$ cat config.mk
export PLATFORM = sky130hd
export DESIGN_NAME = platform_field_flat
export DESIGN_NICKNAME = d
export VERILOG_FILES = /design/src/rtl/platform_pkg.sv /design/src/rtl/platform_field_if.sv /design/src/rtl/platform_field_lfsr.sv /design/src/rtl/platform_field.sv /design/src/flat_wrapper.sv
export SDC_FILE = /design/constraint.sdc
export NUM_CORES = 1
export LEC_CHECK = 0
export CORE_UTILIZATION = 52
export DETAILED_ROUTE_END_ITERATION = 10
export GPL_TIMING_DRIVEN = 1
export HOLD_SLACK_MARGIN = 0.15
export PLACE_DENSITY = 0.73
export SLEW_MARGIN = 0
export SYNTH_ARGS = -nofsm -noshare
export SYNTH_HDL_FRONTEND = slang
export SYNTH_SLANG_ARGS = --single-unit
$ cat constraint.sdc
create_clock -name Clk -period 16.1 [get_ports Clk]
set_clock_uncertainty 0.1 [all_clocks]
set_input_delay 3.22 -clock Clk [delete_from_list [all_inputs] [get_ports Clk]]
set_output_delay 3.22 -clock Clk [all_outputs]
set_load 0.005 [all_outputs]
$ cat src/rtl/platform_pkg.sv
// Shared types and helpers for the platform field.
// Slot record, FSM states, LFSR taps and load-time Y layout.
package platform_pkg;

  typedef enum logic [1:0] {
    IDLE,
    LOAD,
    SCROLL
  } plat_state_e;

  typedef struct packed {
    logic               valid;
    logic [9:0]         x;
    logic signed [10:0] y;
  } plat_slot_t;

  // x^16+x^14+x^13+x^11+1, right-shifting Galois form
  localparam logic [15:0] LFSR_TAPS = 16'hB400;

  // Centre Y of a slot right after a load; slot 0 sits lowest
  function automatic logic signed [10:0] slot_y0(
    input int idx,
    input int screen_h,
    input int half_h,
    input int spacing
  );
    int v;
    v = screen_h - 1 - half_h - idx * spacing;
    return 11'(v);
  endfunction

endpackage

$ cat src/rtl/platform_field_if.sv
// Control and pixel-query bundle of the platform field.
// The video side drives requests/queries, the field answers.
interface platform_field_if #(
  parameter int IDX_W = 4
);
  logic             frame_clk;
  logic [4:0]       scroll_amt;
  logic             load_req;
  logic [9:0]       DrawX;
  logic [9:0]       DrawY;
  logic             busy;
  logic             load_done;
  logic             plat_on;
  logic [IDX_W-1:0] plat_idx;

  modport master (
    output frame_clk, scroll_amt, load_req,
    output DrawX, DrawY,
    input  busy, load_done, plat_on, plat_idx
  );

  modport slave (
    input  frame_clk, scroll_amt, load_req,
    input  DrawX, DrawY,
    output busy, load_done, plat_on, plat_idx
  );
endinterface

$ cat src/rtl/platform_field_lfsr.sv
// Free-running Galois LFSR used for platform X positions.
// Shifts right every cycle, XORing the taps when bit 0 is set.
module lfsr_gen #(
  parameter int              WIDTH = 16,
  parameter logic [WIDTH-1:0] SEED = 16'hACE1,
  parameter logic [WIDTH-1:0] TAPS = 16'hB400
) (
  input  logic             clk,
  input  logic             rst_n,
  output logic [WIDTH-1:0] q
);

  // advance one step per cycle
  always_ff @(posedge clk or negedge rst_n) begin
    if (!rst_n) begin
      q <= SEED;
    end else begin
      q <= {1'b0, q[WIDTH-1:1]} ^ (q[0] ? TAPS : '0);
    end
  end

endmodule

$ cat src/rtl/platform_field.sv
// Platform slot store with load/scroll FSM and pixel matcher.
// Scroll requests accumulate while busy and are served from IDLE.
module platform_field
  import platform_pkg::*;
#(
  parameter int          NUM_PLAT    = 16,
  parameter int          SCREEN_W    = 640,
  parameter int          SCREEN_H    = 480,
  parameter int          PLAT_HALF_W = 16,
  parameter int          PLAT_HALF_H = 4,
  parameter int          SPACING     = 30,
  parameter logic [15:0] SEED        = 16'hACE1
) (
  input  logic            Clk,
  input  logic            Reset_n,
  platform_field_if.slave bus
);

  localparam int IDX_W = $clog2(NUM_PLAT);
  localparam logic [15:0] SEED_EFF =
    (SEED == 16'h0) ? 16'hACE1 : SEED;
  localparam logic signed [11:0] YMAX_S =
    12'(SCREEN_H - 1 + PLAT_HALF_H);
  localparam logic signed [11:0] WRAP_S =
    12'(NUM_PLAT * SPACING);
  localparam logic signed [11:0] HW = 12'(PLAT_HALF_W);
  localparam logic signed [11:0] HH = 12'(PLAT_HALF_H);

  logic [15:0]      rnd;
  logic             unused_rnd;
  logic [9:0]       rand_x;
  plat_slot_t       slot [NUM_PLAT];
  plat_state_e      state;
  logic [IDX_W-1:0] idx;
  logic [5:0]       acc;
  logic [5:0]       amt;
  logic             pend;
  logic             frame_q;
  logic             rise;
  logic             consume;
  logic             last;
  logic [6:0]       sum;
  logic [5:0]       acc_sat;
  logic signed [11:0] ycur;
  logic signed [11:0] ynew;
  logic signed [11:0] yresp;
  logic             respawn;
  logic             busy_q;
  logic             done_q;
  logic             on_q;
  logic [IDX_W-1:0] pidx_q;
  logic [NUM_PLAT-1:0] hit;
  logic             any_hit;
  logic [IDX_W-1:0] sel;

  lfsr_gen #(
    .WIDTH(16),
    .SEED (SEED_EFF),
    .TAPS (LFSR_TAPS)
  ) u_lfsr (
    .clk  (Clk),
    .rst_n(Reset_n),
    .q    (rnd)
  );

  assign unused_rnd = ^rnd[15:9];
  assign rand_x = 10'(PLAT_HALF_W) + {1'b0, rnd[8:0]};

  assign rise    = bus.frame_clk & ~frame_q;
  assign consume = (state == IDLE) & ~bus.load_req & pend;
  assign last    = (idx == IDX_W'(NUM_PLAT - 1));
  assign sum     = {1'b0, acc} + {2'b00, bus.scroll_amt};
  assign acc_sat = sum[6] ? 6'h3F : sum[5:0];

  assign ycur    = {slot[idx].y[10], slot[idx].y};
  assign ynew    = ycur + $signed({6'b0, amt});
  assign yresp   = ynew - WRAP_S;
  assign respawn = ynew > YMAX_S;

  // frame tick edge detect and saturating scroll accumulator
  always_ff @(posedge Clk or negedge Reset_n) begin
    if (!Reset_n) begin
      frame_q <= 1'b0;
      acc     <= '0;
      pend    <= 1'b0;
    end else begin
      frame_q <= bus.frame_clk;
      if (rise) begin
        pend <= 1'b1;
        acc  <= consume ? {1'b0, bus.scroll_amt} : acc_sat;
      end else if (consume) begin
        pend <= 1'b0;
        acc  <= '0;
      end
    end
  end

  // load/scroll sequencer, one slot per cycle
  always_ff @(posedge Clk or negedge Reset_n) begin
    if (!Reset_n) begin
      state  <= IDLE;
      idx    <= '0;
      amt    <= '0;
      busy_q <= 1'b0;
      done_q <= 1'b0;
      for (int i = 0; i < NUM_PLAT; i++) begin
        slot[i] <= '0;
      end
    end else begin
      done_q <= 1'b0;
      unique case (state)
        IDLE: begin
          if (bus.load_req) begin
            state  <= LOAD;
            idx    <= '0;
            busy_q <= 1'b1;
          end else if (pend) begin
            state  <= SCROLL;
            idx    <= '0;
            amt    <= acc;
            busy_q <= 1'b1;
          end
        end
        LOAD: begin
          slot[idx] <= '{
            valid: 1'b1,
            x:     rand_x,
            y:     slot_y0(int'(idx), SCREEN_H,
                           PLAT_HALF_H, SPACING)
          };
          if (last) begin
            state  <= IDLE;
            busy_q <= 1'b0;
            done_q <= 1'b1;
          end else begin
            idx <= idx + 1'b1;
          end
        end
        SCROLL: begin
          if (slot[idx].valid) begin
            if (respawn) begin
              slot[idx].y <= yresp[10:0];
              slot[idx].x <= rand_x;
            end else begin
              slot[idx].y <= ynew[10:0];
            end
          end
          if (last) begin
            state  <= IDLE;
            busy_q <= 1'b0;
          end else begin
            idx <= idx + 1'b1;
          end
        end
        default: state <= IDLE;
      endcase
    end
  end

  for (genvar g = 0; g < NUM_PLAT; g++) begin : g_match
    logic signed [11:0] dx;
    logic signed [11:0] dy;
    assign dx = $signed({2'b00, bus.DrawX})
              - $signed({2'b00, slot[g].x});
    assign dy = $signed({2'b00, bus.DrawY})
              - $signed({slot[g].y[10], slot[g].y});
    assign hit[g] = slot[g].valid
                  & (dx <= HW) & (dx >= -HW)
                  & (dy <= HH) & (dy >= -HH);
  end

  // lowest matching slot wins
  always_comb begin
    any_hit = 1'b0;
    sel     = '0;
    for (int i = NUM_PLAT - 1; i >= 0; i--) begin
      if (hit[i]) begin
        any_hit = 1'b1;
        sel     = IDX_W'(i);
      end
    end
  end

  // register the pixel answer for one-cycle latency
  always_ff @(posedge Clk or negedge Reset_n) begin
    if (!Reset_n) begin
      on_q   <= 1'b0;
      pidx_q <= '0;
    end else begin
      on_q   <= any_hit;
      pidx_q <= sel;
    end
  end

  assign bus.busy      = busy_q;
  assign bus.load_done = done_q;
  assign bus.plat_on   = on_q;
  assign bus.plat_idx  = pidx_q;

endmodule
$ cat src/flat_wrapper.sv
// flat-port wrapper written by rule: the top's interface ports become plain ports
module platform_field_flat import platform_pkg::*;
#(
  parameter int          NUM_PLAT    = 16,
  parameter int          SCREEN_W    = 640,
  parameter int          SCREEN_H    = 480,
  parameter int          PLAT_HALF_W = 16,
  parameter int          PLAT_HALF_H = 4,
  parameter int          SPACING     = 30,
  parameter logic [15:0] SEED        = 16'hACE1
)
  (Clk, Reset_n, bus_frame_clk, bus_scroll_amt, bus_load_req, bus_DrawX, bus_DrawY, bus_busy, bus_load_done, bus_plat_on, bus_plat_idx);
  platform_field_if bus_i ();
  input  logic Clk;
  input  logic Reset_n;
  input wire logic [$bits(bus_i.frame_clk)-1:0] bus_frame_clk;
  input wire logic [$bits(bus_i.scroll_amt)-1:0] bus_scroll_amt;
  input wire logic [$bits(bus_i.load_req)-1:0] bus_load_req;
  input wire logic [$bits(bus_i.DrawX)-1:0] bus_DrawX;
  input wire logic [$bits(bus_i.DrawY)-1:0] bus_DrawY;
  output wire logic [$bits(bus_i.busy)-1:0] bus_busy;
  output wire logic [$bits(bus_i.load_done)-1:0] bus_load_done;
  output wire logic [$bits(bus_i.plat_on)-1:0] bus_plat_on;
  output wire logic [$bits(bus_i.plat_idx)-1:0] bus_plat_idx;
  assign bus_i.frame_clk = bus_frame_clk;
  assign bus_i.scroll_amt = bus_scroll_amt;
  assign bus_i.load_req = bus_load_req;
  assign bus_i.DrawX = bus_DrawX;
  assign bus_i.DrawY = bus_DrawY;
  assign bus_busy = bus_i.busy;
  assign bus_load_done = bus_i.load_done;
  assign bus_plat_on = bus_i.plat_on;
  assign bus_plat_idx = bus_i.plat_idx;
  platform_field #(.NUM_PLAT(NUM_PLAT), .SCREEN_W(SCREEN_W), .SCREEN_H(SCREEN_H), .PLAT_HALF_W(PLAT_HALF_W), .PLAT_HALF_H(PLAT_HALF_H), .SPACING(SPACING), .SEED(SEED)) u_core (.Clk(Clk), .Reset_n(Reset_n), .bus(bus_i));
endmodule
# ---- After elaboration in Yosys (flattened, before gate mapping)
# Index checks and enable logic that the tools add are counted.
dict set report word_totals {
  out_inout_bits 7
  regBits 395
  wordCells 323
}
dict set report op_classes {
  multipliers 1
  magnitude_cmp 67
  n_bitwise 71
  mux 69
  add_sub_neg 38
  eq_ne 7
  n_reduce_logical 11
}
# op count
set op_table {}
lappend op_table {{352-bit bitwise mux} 4}
lappend op_table {{352-bit two-way mux} 2}
lappend op_table {{352-bit one-hot mux with 2 select lines} 1}
lappend op_table {{22-bit demux with 4-bit select} 3}
lappend op_table {{12-bit by 3-bit >= comparator with 1-bit output (second input constant)} 16}
lappend op_table {{12-bit by 5-bit >= comparator with 1-bit output (second input constant)} 16}
lappend op_table {{12-bit by 4-bit <= comparator with 1-bit output (second input constant)} 16}
lappend op_table {{12-bit by 6-bit <= comparator with 1-bit output (second input constant)} 16}
lappend op_table {{11-bit by 11-bit subtractor with 12-bit output} 16}
lappend op_table {{10-bit by 10-bit subtractor with 11-bit output} 16}
lappend op_table {{22-bit binary-select mux with 4-bit select} 1}
lappend op_table {{4-bit two-way mux} 19}
lappend op_table {{1-bit AND} 67}
lappend op_table {{22-bit two-way mux} 3}
lappend op_table {{6-bit two-way mux} 4}
lappend op_table {{1-bit two-way mux} 23}
lappend op_table {{21-bit two-way mux} 1}
lappend op_table {{16-bit two-way mux} 1}
lappend op_table {{15-bit by 16-bit XOR with 16-bit output} 1}
lappend op_table {{11-bit by 7-bit adder with 12-bit output} 1}
lappend op_table {{12-bit by 10-bit greater-than comparator with 1-bit output (second input constant)} 1}
lappend op_table {{11-bit two-way mux} 1}
lappend op_table {{10-bit by 11-bit subtractor with 11-bit output (first input constant)} 1}
lappend op_table {{11-bit by 10-bit subtractor with 11-bit output (second input constant)} 1}
lappend op_table {{other kinds (24)} 33}

# ---- Longest topological paths before layout
# Gate-level depths: netlist of the first run.
dict set report depth {
  word_depth 22
  ltp_mapped 24
  mapped_depth_nobuf 16
}

# ---- By module
# A second synthesis of the first run with hierarchy kept.
dict set report hier_totals {
  cells_unflattened 3744
  area_unflattened_um2 33131.8
}
# mod n_inst cells_each area_each_um2 seq_area_each_um2
set by_module_without_submodules {}
lappend by_module_without_submodules {platform_field 1 3725 32695.1 9484.1}
lappend by_module_without_submodules {lfsr_gen 1 19 436.7 410.4}

# ---- Least setup slack after synthesis of the first run
# No wires, ideal clock.
dict set report synth_timing {
  kind {input port to flip-flop}
  from {input port bus_DrawY[0]}
  to {register u_core.pidx_q[0], in the netlist u_core.bus.plat_idx[0]}
  slack_ns 9.314
  arrival_time_ns 6.576
  cell_stages 16
  required_ns 15.890
  setup_ns 0.110
  n_path_buf 0
  path_cell_list {inv_1 -> ha_1 -> inv_1 -> fa_1 -> a211o_1 -> a21o_1 -> and2_1 -> xnor2_1 -> or4_1 -> or2_0 -> o221ai_1 -> nand3_1 -> o21a_1 -> o21ai_1 -> a31oi_1 -> o41ai_1}
}
dict set report synth_between {
  elab_chain_len 20
  word_cells_on_any_way 96
  cone_classes {16 x add/sub; 32 x order compare; 16 x mux; 32 x bitwise}
}
# element line
set synth_lines {}
lappend synth_lines {{start: declaration} flat_wrapper.sv:20} ;# input wire logic [$bits(bus_i.DrawY)-1:0] bus_DrawY;
lappend synth_lines {{11-bit by 11-bit subtractor with 12-bit output} platform_field.sv:166} ;# - $signed({slot[g].y[10], slot[g].y});
lappend synth_lines {{12-bit by 4-bit <= comparator with 1-bit output} platform_field.sv:169} ;# & (dy <= HH) & (dy >= -HH);
lappend synth_lines {{1-bit AND (2 in series)} platform_field.sv:169}
lappend synth_lines {{4-bit two-way mux (15 in series)} platform_field.sv:177} ;# if (hit[i]) begin
lappend synth_lines {{4-bit two-way mux (*)} platform_field.sv:177}
lappend synth_lines {{via u_core.sel[0]} platform_field.sv:54} ;# logic [IDX_W-1:0] sel;
lappend synth_lines {{end signal: assignment} platform_field.sv:191} ;# pidx_q <= sel;
lappend synth_lines {{end: declaration} platform_field.sv:51} ;# logic [IDX_W-1:0] pidx_q;
# Mark *: on every way through the listed nets, which the timed path passes. The rest lies on a longest branch.
# A chain may end at the register's enable or synchronous reset.

# ---- Final worst setup path of the first run
dict set report layout_timing {
  from {input port bus_DrawX[1]}
  to {register u_core.pidx_q[0], in the netlist u_core.bus.plat_idx[0]}
}
dict set report layout_between {
  elab_chain_len 22
  word_cells_on_any_way 128
  cone_classes {16 x add/sub; 32 x order compare; 16 x mux; 64 x bitwise}
}
# element line
set layout_lines {}
lappend layout_lines {{start: declaration} flat_wrapper.sv:19} ;# input wire logic [$bits(bus_i.DrawX)-1:0] bus_DrawX;
lappend layout_lines {{10-bit by 10-bit subtractor with 11-bit output} platform_field.sv:164} ;# - $signed({2'b00, slot[g].x});
lappend layout_lines {{12-bit by 6-bit <= comparator with 1-bit output} platform_field.sv:168} ;# & (dx <= HW) & (dx >= -HW)
lappend layout_lines {{1-bit AND (2 in series)} platform_field.sv:168}
lappend layout_lines {{1-bit AND (2 in series)} platform_field.sv:169}
lappend layout_lines {{4-bit two-way mux (15 in series)} platform_field.sv:177}
lappend layout_lines {{4-bit two-way mux (*)} platform_field.sv:177}
lappend layout_lines {{via u_core.sel[0]} platform_field.sv:54}
# Marks and branches as above.

==> results.yml, run 1 <==
clock_network:
  cts-root-buf: "clkbuf_16"
  cts.sinks: 395
  cts.clk_slew.worst_paths_ps: 60
  cts_buffer_depth: 3
  cts_tree: "done"
  post_cts_buffers: 0
  htree_levels: 2
  clk_latency_ps: 630
  cts_buffers: 48
  cts_resized: 0
  hold_buffers: 0
timing:
  fmax_mhz: 133.8
  slew_viol_final: 0
  setup_violations: 0
  fin_crit_ps: 7473
  finalCritPeriodShare_pct: 46.41
  setup-tns-final_ps: 0
  rsz0062_at_grt: "no"
  hold_violations: 0
  timing.hold.ws_ps: 253.7
  slew_headroom_pct: 16.71
  tightest_slew_ps: 1249
synth:
  synth_warnings: 0
  synthCells: 3981
  synth_area_um2: 34520
  syn_nets: 4403
  synthFlopType: "dfrtp_1"
  synth_area_per_cell_um2: 8.672
  synthArstFlopShare_pct: 100.0
  synth_enable_flop_cells: 0
  synth_seq_cells: 395
  synth-seq-area-share_pct: 28.66
  synthDistinctLibCells: 90
route:
  vias_per_cell: 6.203
  drt_wl_total_um: 101300
  drc: 0
  drt_iter0_drc: 2488
  drt_first_pass_iters: 6
  vias: 30320
  detail_route.wl_per_cell_um: 20.73
  ant_nets: 0
place:
  port-buffer-count: 35
  dp_cells: 4802
  placed_area_um2: 35740
  gp_congestion: 0.9312
  hpwl_um: 72080
grt:
  grtUsageTotal_pct: 30.06
  top_usage_layer: "met2"
  grt_first_pass_wirelength_um: 159400
  met2_usage_pct: 48.80
  antenna_found_initial: 1
  grtUsageMet3_pct: 4.717
  grt_overflow: 0
  grt_max_degree: 78
  grt_pass1_vias: 29040
  grtUsageMet1_pct: 40.60
floorplan:
  rows: 94
  dieArea_um2: 67420
  core_region_area_um2: 65750
  ioPinCount: 36
  die_width_um: 259.7
  die_y_um: 259.7
  initial_core_util_pct: 52.51
pwr:
  combPwrFrac_pct: 49.9
  power_leakage_nw: 15.87
  seq_power_share_pct: 25.8
  internal_power_mw: 2.633
  ir_drop_v: 0.00009456
  p_sw_mw: 2.126
  power_density_nw_per_um2: 127.3
  p_clk_share_pct: 24.3
  swShare_pct: 44.67
setup_path:
  start_kind: "input pin"
  endpoint_kind: "register"
  worstPathRequired_ps: 16500
  crit_fanout: 18
  rrSetupSlack_ps: 9320
  worstSetupPathType: "in2reg"
  cp.arrival_ps: 7880
outcome:
  status: "complete, no violations"
final_layout:
  design_area_um2: 37390
  syn2layout_area_growth_pct: 8.318
  drive_above_1_share_pct: 8.772
  layout_commonest_cell: "inv_1"
  n_antenna_cell: 0
  layout_common_cells: "inv_1, dfrtp_1, ha_1, nand2_1, o21ai_0"
  final_cells: 4888
  final_net_count: 4410
hold_path:
  hold_path_class: "reg2reg"
flow_run:
  drv_cap: 0
==> synthesized netlist by cell type (15+ instances only) <==
cell	count	area share, %
a21o_1	39	0.85
a21oi_2	37	0.94
clkbuf_1	83	0.90
or2_2	25	0.45
a21oi_1	255	3.7
or4_1	21	0.46
buf_2	15	0.22
o21ai_0	306	4.4
or3_1	20	0.36
mux4_2	60	3.9
nor3_1	105	1.5
xnor2_1	122	3.1
nand3_1	103	1.5
o31ai_1	15	0.33
a31oi_1	18	0.33
ha_1	354	13
a211oi_1	63	1.4
dfrtp_1	387	28
o21a_1	70	1.5
o211ai_1	22	0.48
o21bai_1	21	0.46
nor2_1	290	3.2
o221ai_1	39	0.99
o21ai_1	43	0.62
nor2b_1	70	1.3
nor4_1	32	0.58
nand2b_1	66	1.2
o31a_1	25	0.63
o2111ai_1	15	0.38
mux2_2	29	0.95
mux2i_1	36	1.0
and3_1	29	0.53
nand2_1	333	3.6
fa_1	39	2.3
inv_1	389	4.2
xor2_1	91	2.3
nand4_1	30	0.54
==> cell type report <==
| type | count | area, um^2 |
|---|---|---|
| fillers | 5804 | 28350 |
| multi-input cells | 3072 | 22600 |
| flip-flops and latches | 395 | 9899 |
| inverters | 390 | 1464 |
| clock buffers | 60 | 1326 |
| well taps | 864 | 1081 |
| repair buffers | 81 | 700.7 |
| clock inverters | 26 | 324.1 |
==> layer usage <==
metal	vias to the layer above	share of wire, %
met5	-	0.017
met4	2	3.6
met3	215	7.9
met2	1108	46
met1	14690	43
li1	14310	-
==> critical path, stage by stage <==
cell and delay, ps:
clkdlybuf4s50_1 450, buf_4 330, inv_1 390, fa_1 540, nand2b_1 220, a2111oi_0 430
a311oi_1 120, a311oi_1 260, nand4_1 170, o311ai_0 760, nand3_1 140, o21a_1 230
o21ai_1 200, a31oi_1 140, o41ai_1 260
==> worst paths after layout <==
path                                      from                     end  depth (start not counted)
min reg2reg                u_core.u_lfsr.q[12]     u_core.u_lfsr.q[11]                          0
max                               bus_DrawX[1]  u_core.bus.plat_idx[0]                         15
max in group asynchronous              Reset_n         u_core.slot[74]                          4
min                        u_core.u_lfsr.q[12]     u_core.u_lfsr.q[11]                          0
min in group asynchronous              Reset_n        u_core.slot[290]                          1
max reg2reg                      u_core.idx[0]        u_core.slot[336]                         16
==> power by group through the flow <==
stage	registers, mW	clock network (mW)	logic [mW]
4_1_cts	1.23	1.17	2.31
5_1_grt	1.24	1.20	2.57
3_3_place_gp	1.24	0	2.26
6_report	1.23	1.15	2.38
2_1_floorplan	1.20	0	1.74
3_5_place_dp	1.24	0	2.30
==> cells by family after synthesis <==
family          count (synthesis)  share of synthesized area, %
buf+inv                       514                         6.016
xor+xnor                      215                         5.498
simple gates                 1220                         17.81
fa+ha+maj                     393                         15.09
flops                         395                         28.66
mux                           136                         6.404
compound gates               1108                         20.52
==> state kept, by name, indices dropped and copies added, names as in the netlist <==
register,cells
u_core.bus.plat_on,1
u_core.bus.load_done,1
u_core.frame_q,1
u_core.pend,1
u_core.bus.plat_idx,4
u_core.bus.busy,1
u_core.u_lfsr.q,16
u_core.idx,4
u_core.slot,352
u_core.state,2
u_core.amt,6
u_core.acc,6
==> per-stage QoR <==
step | power [mW] | setup WS (ps) | util, %
after floorplan | 2.937 | 9314 | -
after global placement | 3.505 | 8197 | 54.37
after detailed placement | 3.542 | 8120 | 54.37
after CTS | 4.707 | 8740 | 56.88
after global routing | 5.014 | 8315 | 56.88
final | 4.759 | 8627 | 56.88
Power figures use the tool's default switching activity.
==> inputs of run 2 (changes only) <==
- clock period: 16.1 -> 7.3 ns (I/O delays scaled with it)
==> run 2 against run 1 <==
  * First-iteration DRC count grew 13%
  * Sequential share of layout area decreased by 0.19 points
  * Sequential power is 120% higher
  * Non-clock buffer count is 19 higher
  * Design area increased by 0.72%
  * Hold slack lost 10 ps
  * Count of clock-buffer cells in the layout is 3 lower
  * Die area unchanged
  * Power increased by 130%
  * Register-to-register slack worse by 8000 ps
  * Setup slack worse by 7300 ps
  * Cell count grew 0.43%
  * Critical endpoint is now u_core.slot[121]
  * Highest routed layer is now met4
==> results.yml, run 2 (synthesized netlist as in run 1, its figures left out) <==
clock_network:
  cts_buffers: 47
  cts.sinks: 395
  cts_resized: 0
  hold_buffers: 0
  cts-root-buf: "clkbuf_16"
  cts_tree: "done"
  htree_levels: 2
  post_cts_buffers: 0
  clk_latency_ps: 620
  cts_buffer_depth: 3
  cts.clk_slew.worst_paths_ps: 60
place:
  port-buffer-count: 35
  hpwl_um: 76880
  dp_cells: 4821
  gp_congestion: 0.9726
  placed_area_um2: 35930
timing:
  fmax_mhz: 168.2
  fin_crit_ps: 5946
  hold_violations: 0
  rsz0062_at_grt: "no"
  tightest_slew_ps: 1232
  setup-tns-final_ps: 0
  slew_viol_final: 0
  setup_violations: 0
  slew_headroom_pct: 17.77
  finalCritPeriodShare_pct: 81.46
final_layout:
  n_antenna_cell: 0
  reg.largest.list: "u_core.slot (352), u_core.u_lfsr.q (16)"
  layout_common_cells: "inv_1, dfrtp_1, ha_1, nand2_1, o21ai_0"
  final_cells: 4909
  drive_above_1_share_pct: 9.295
  largest_reg_flops: 352
  design_area_um2: 37660
  largest_register: "u_core.slot"
  syn2layout_area_growth_pct: 9.093
  post-route-util_pct: 57.28
  layout_commonest_cell: "inv_1"
  final_net_count: 4428
pwr:
  ir_drop_v: 0.0002817
  fin_total_pwr_mw: 10.79
  power_leakage_nw: 16.00
  power_density_nw_per_um2: 286.6
setup_path:
  crit_fanout: 31
  rrSetupSlack_ps: 1350
  worstSetupPathType: "reg2reg"
  worstPathRequired_ps: 7700
  start_kind: "register"
  startpoint: "u_core.idx[0]"
  endpoint_kind: "register"
  slowest_delay_ps: 800
  cp.arrival_ps: 6350
  worst_path_max_delay_cell: "dfrtp_4"
  worstReg2RegStart: "u_core.idx[0]"
  reg2reg_depth: 14
  path_cells: "mux4_2 > mux4_2 > ha_1 > a21o_1 > a21oi_1 > o21ai_0 > a21oi_1 > xnor2_1 > a31oi_1 > o21ai_1 > and2_1 > nor2_8 > nor2_2 > mux2_2"
flow_run:
  drv_cap: 0
floorplan:
  initial_core_util_pct: 52.51
  dieArea_um2: 67420
  ioPinCount: 36
  core_region_area_um2: 65750
  die_width_um: 259.7
  rows: 94
  die_y_um: 259.7
grt:
  grt_first_pass_wirelength_um: 162400
  grt_overflow: 0
  antenna_found_initial: 1
  grtUsageTotal_pct: 31.20
  grt_pass1_vias: 28740
  grt_max_degree: 150
route:
  drt_wl_total_um: 104900
  detail_route.wl_per_cell_um: 21.36
  ant_nets: 0
  drt_first_pass_iters: 6
  drc: 0
  drt_iter0_drc: 2803
  vias: 30390
  vias_per_cell: 6.190
outcome:
  status: "complete, no violations"
hold_path:
  hold_depth: 0
  worstHoldStart: "u_core.u_lfsr.q[9]"
  hold_path_class: "reg2reg"
[run 2: cell count changes in the layout (fill, tap and decap cells not counted), moves of 3 or more]
cell | previous run | this run
buf_4 | 46 | 62
bufinv_16 | 6 | 10
buf_12 | 0 | 3
clkbuf_8 | 8 | 5
[run 2: critical path: cells and delay by family (launching register included)]
kind	cells	cell delay [ps]
multiplexers	3	1580
XOR/XNOR	1	180
flip-flops	1	800
AO/OA/AOI/OAI	6	1430
adder cells (fa/ha/maj)	1	300
AND/OR/NAND/NOR	3	1390
[run 2: final cells by class]
type	count	area, um^2
Clock buffer	57	1264
Sequential cell	395	9899
Clock inverter	31	465.4
Fill cell	5749	28080
Timing Repair Buffer	100	880.8
Multi-Input combinational cell	3072	22610
Tap cell	864	1081
Inverter	390	1464
[run 2: path summary, 6_finish.rpt]
path / end
hold / removal: u_core.u_lfsr.q[8]
setup reg to reg: u_core.slot[121]
min in group asynchronous: u_core.slot[289]
setup / recovery: u_core.slot[121]
max in group asynchronous: u_core.slot[60]
hold reg to reg: u_core.u_lfsr.q[8]
[run 2: layer usage]
metal  wire length [um]  track usage (%)  part of all wire [%]  vias to the layer above
met5                  0                0                     0                        -
met4               4381            12.16                   4.2                        0
met3              10170            7.690                   9.7                      242
met2              46120            48.44                    44                     1214
met1              44190            41.78                    42                    14560
li1                   -                -                     -                    14370
[run 2: per-stage QoR]
stage               setup slack, ps  hold slack, ps
finish                         1354           243.7
global route                  987.5           257.9
CTS                            1386           250.7
detailed placement             1041           245.9
global placement               1082           241.4
floorplan                      1206           231.2
[run 2: where the power goes]
part | total [mW] | leakage (nW) | internal (mW) | switching (mW)
Combinational | 5.38 | 9.81 | 1.90 | 3.49
Clock | 2.65 | 0.835 | 1.60 | 1.05
Sequential | 2.76 | 5.35 | 2.46 | 0.299
Total | 10.8 | 16.0 | 5.96 | 4.84
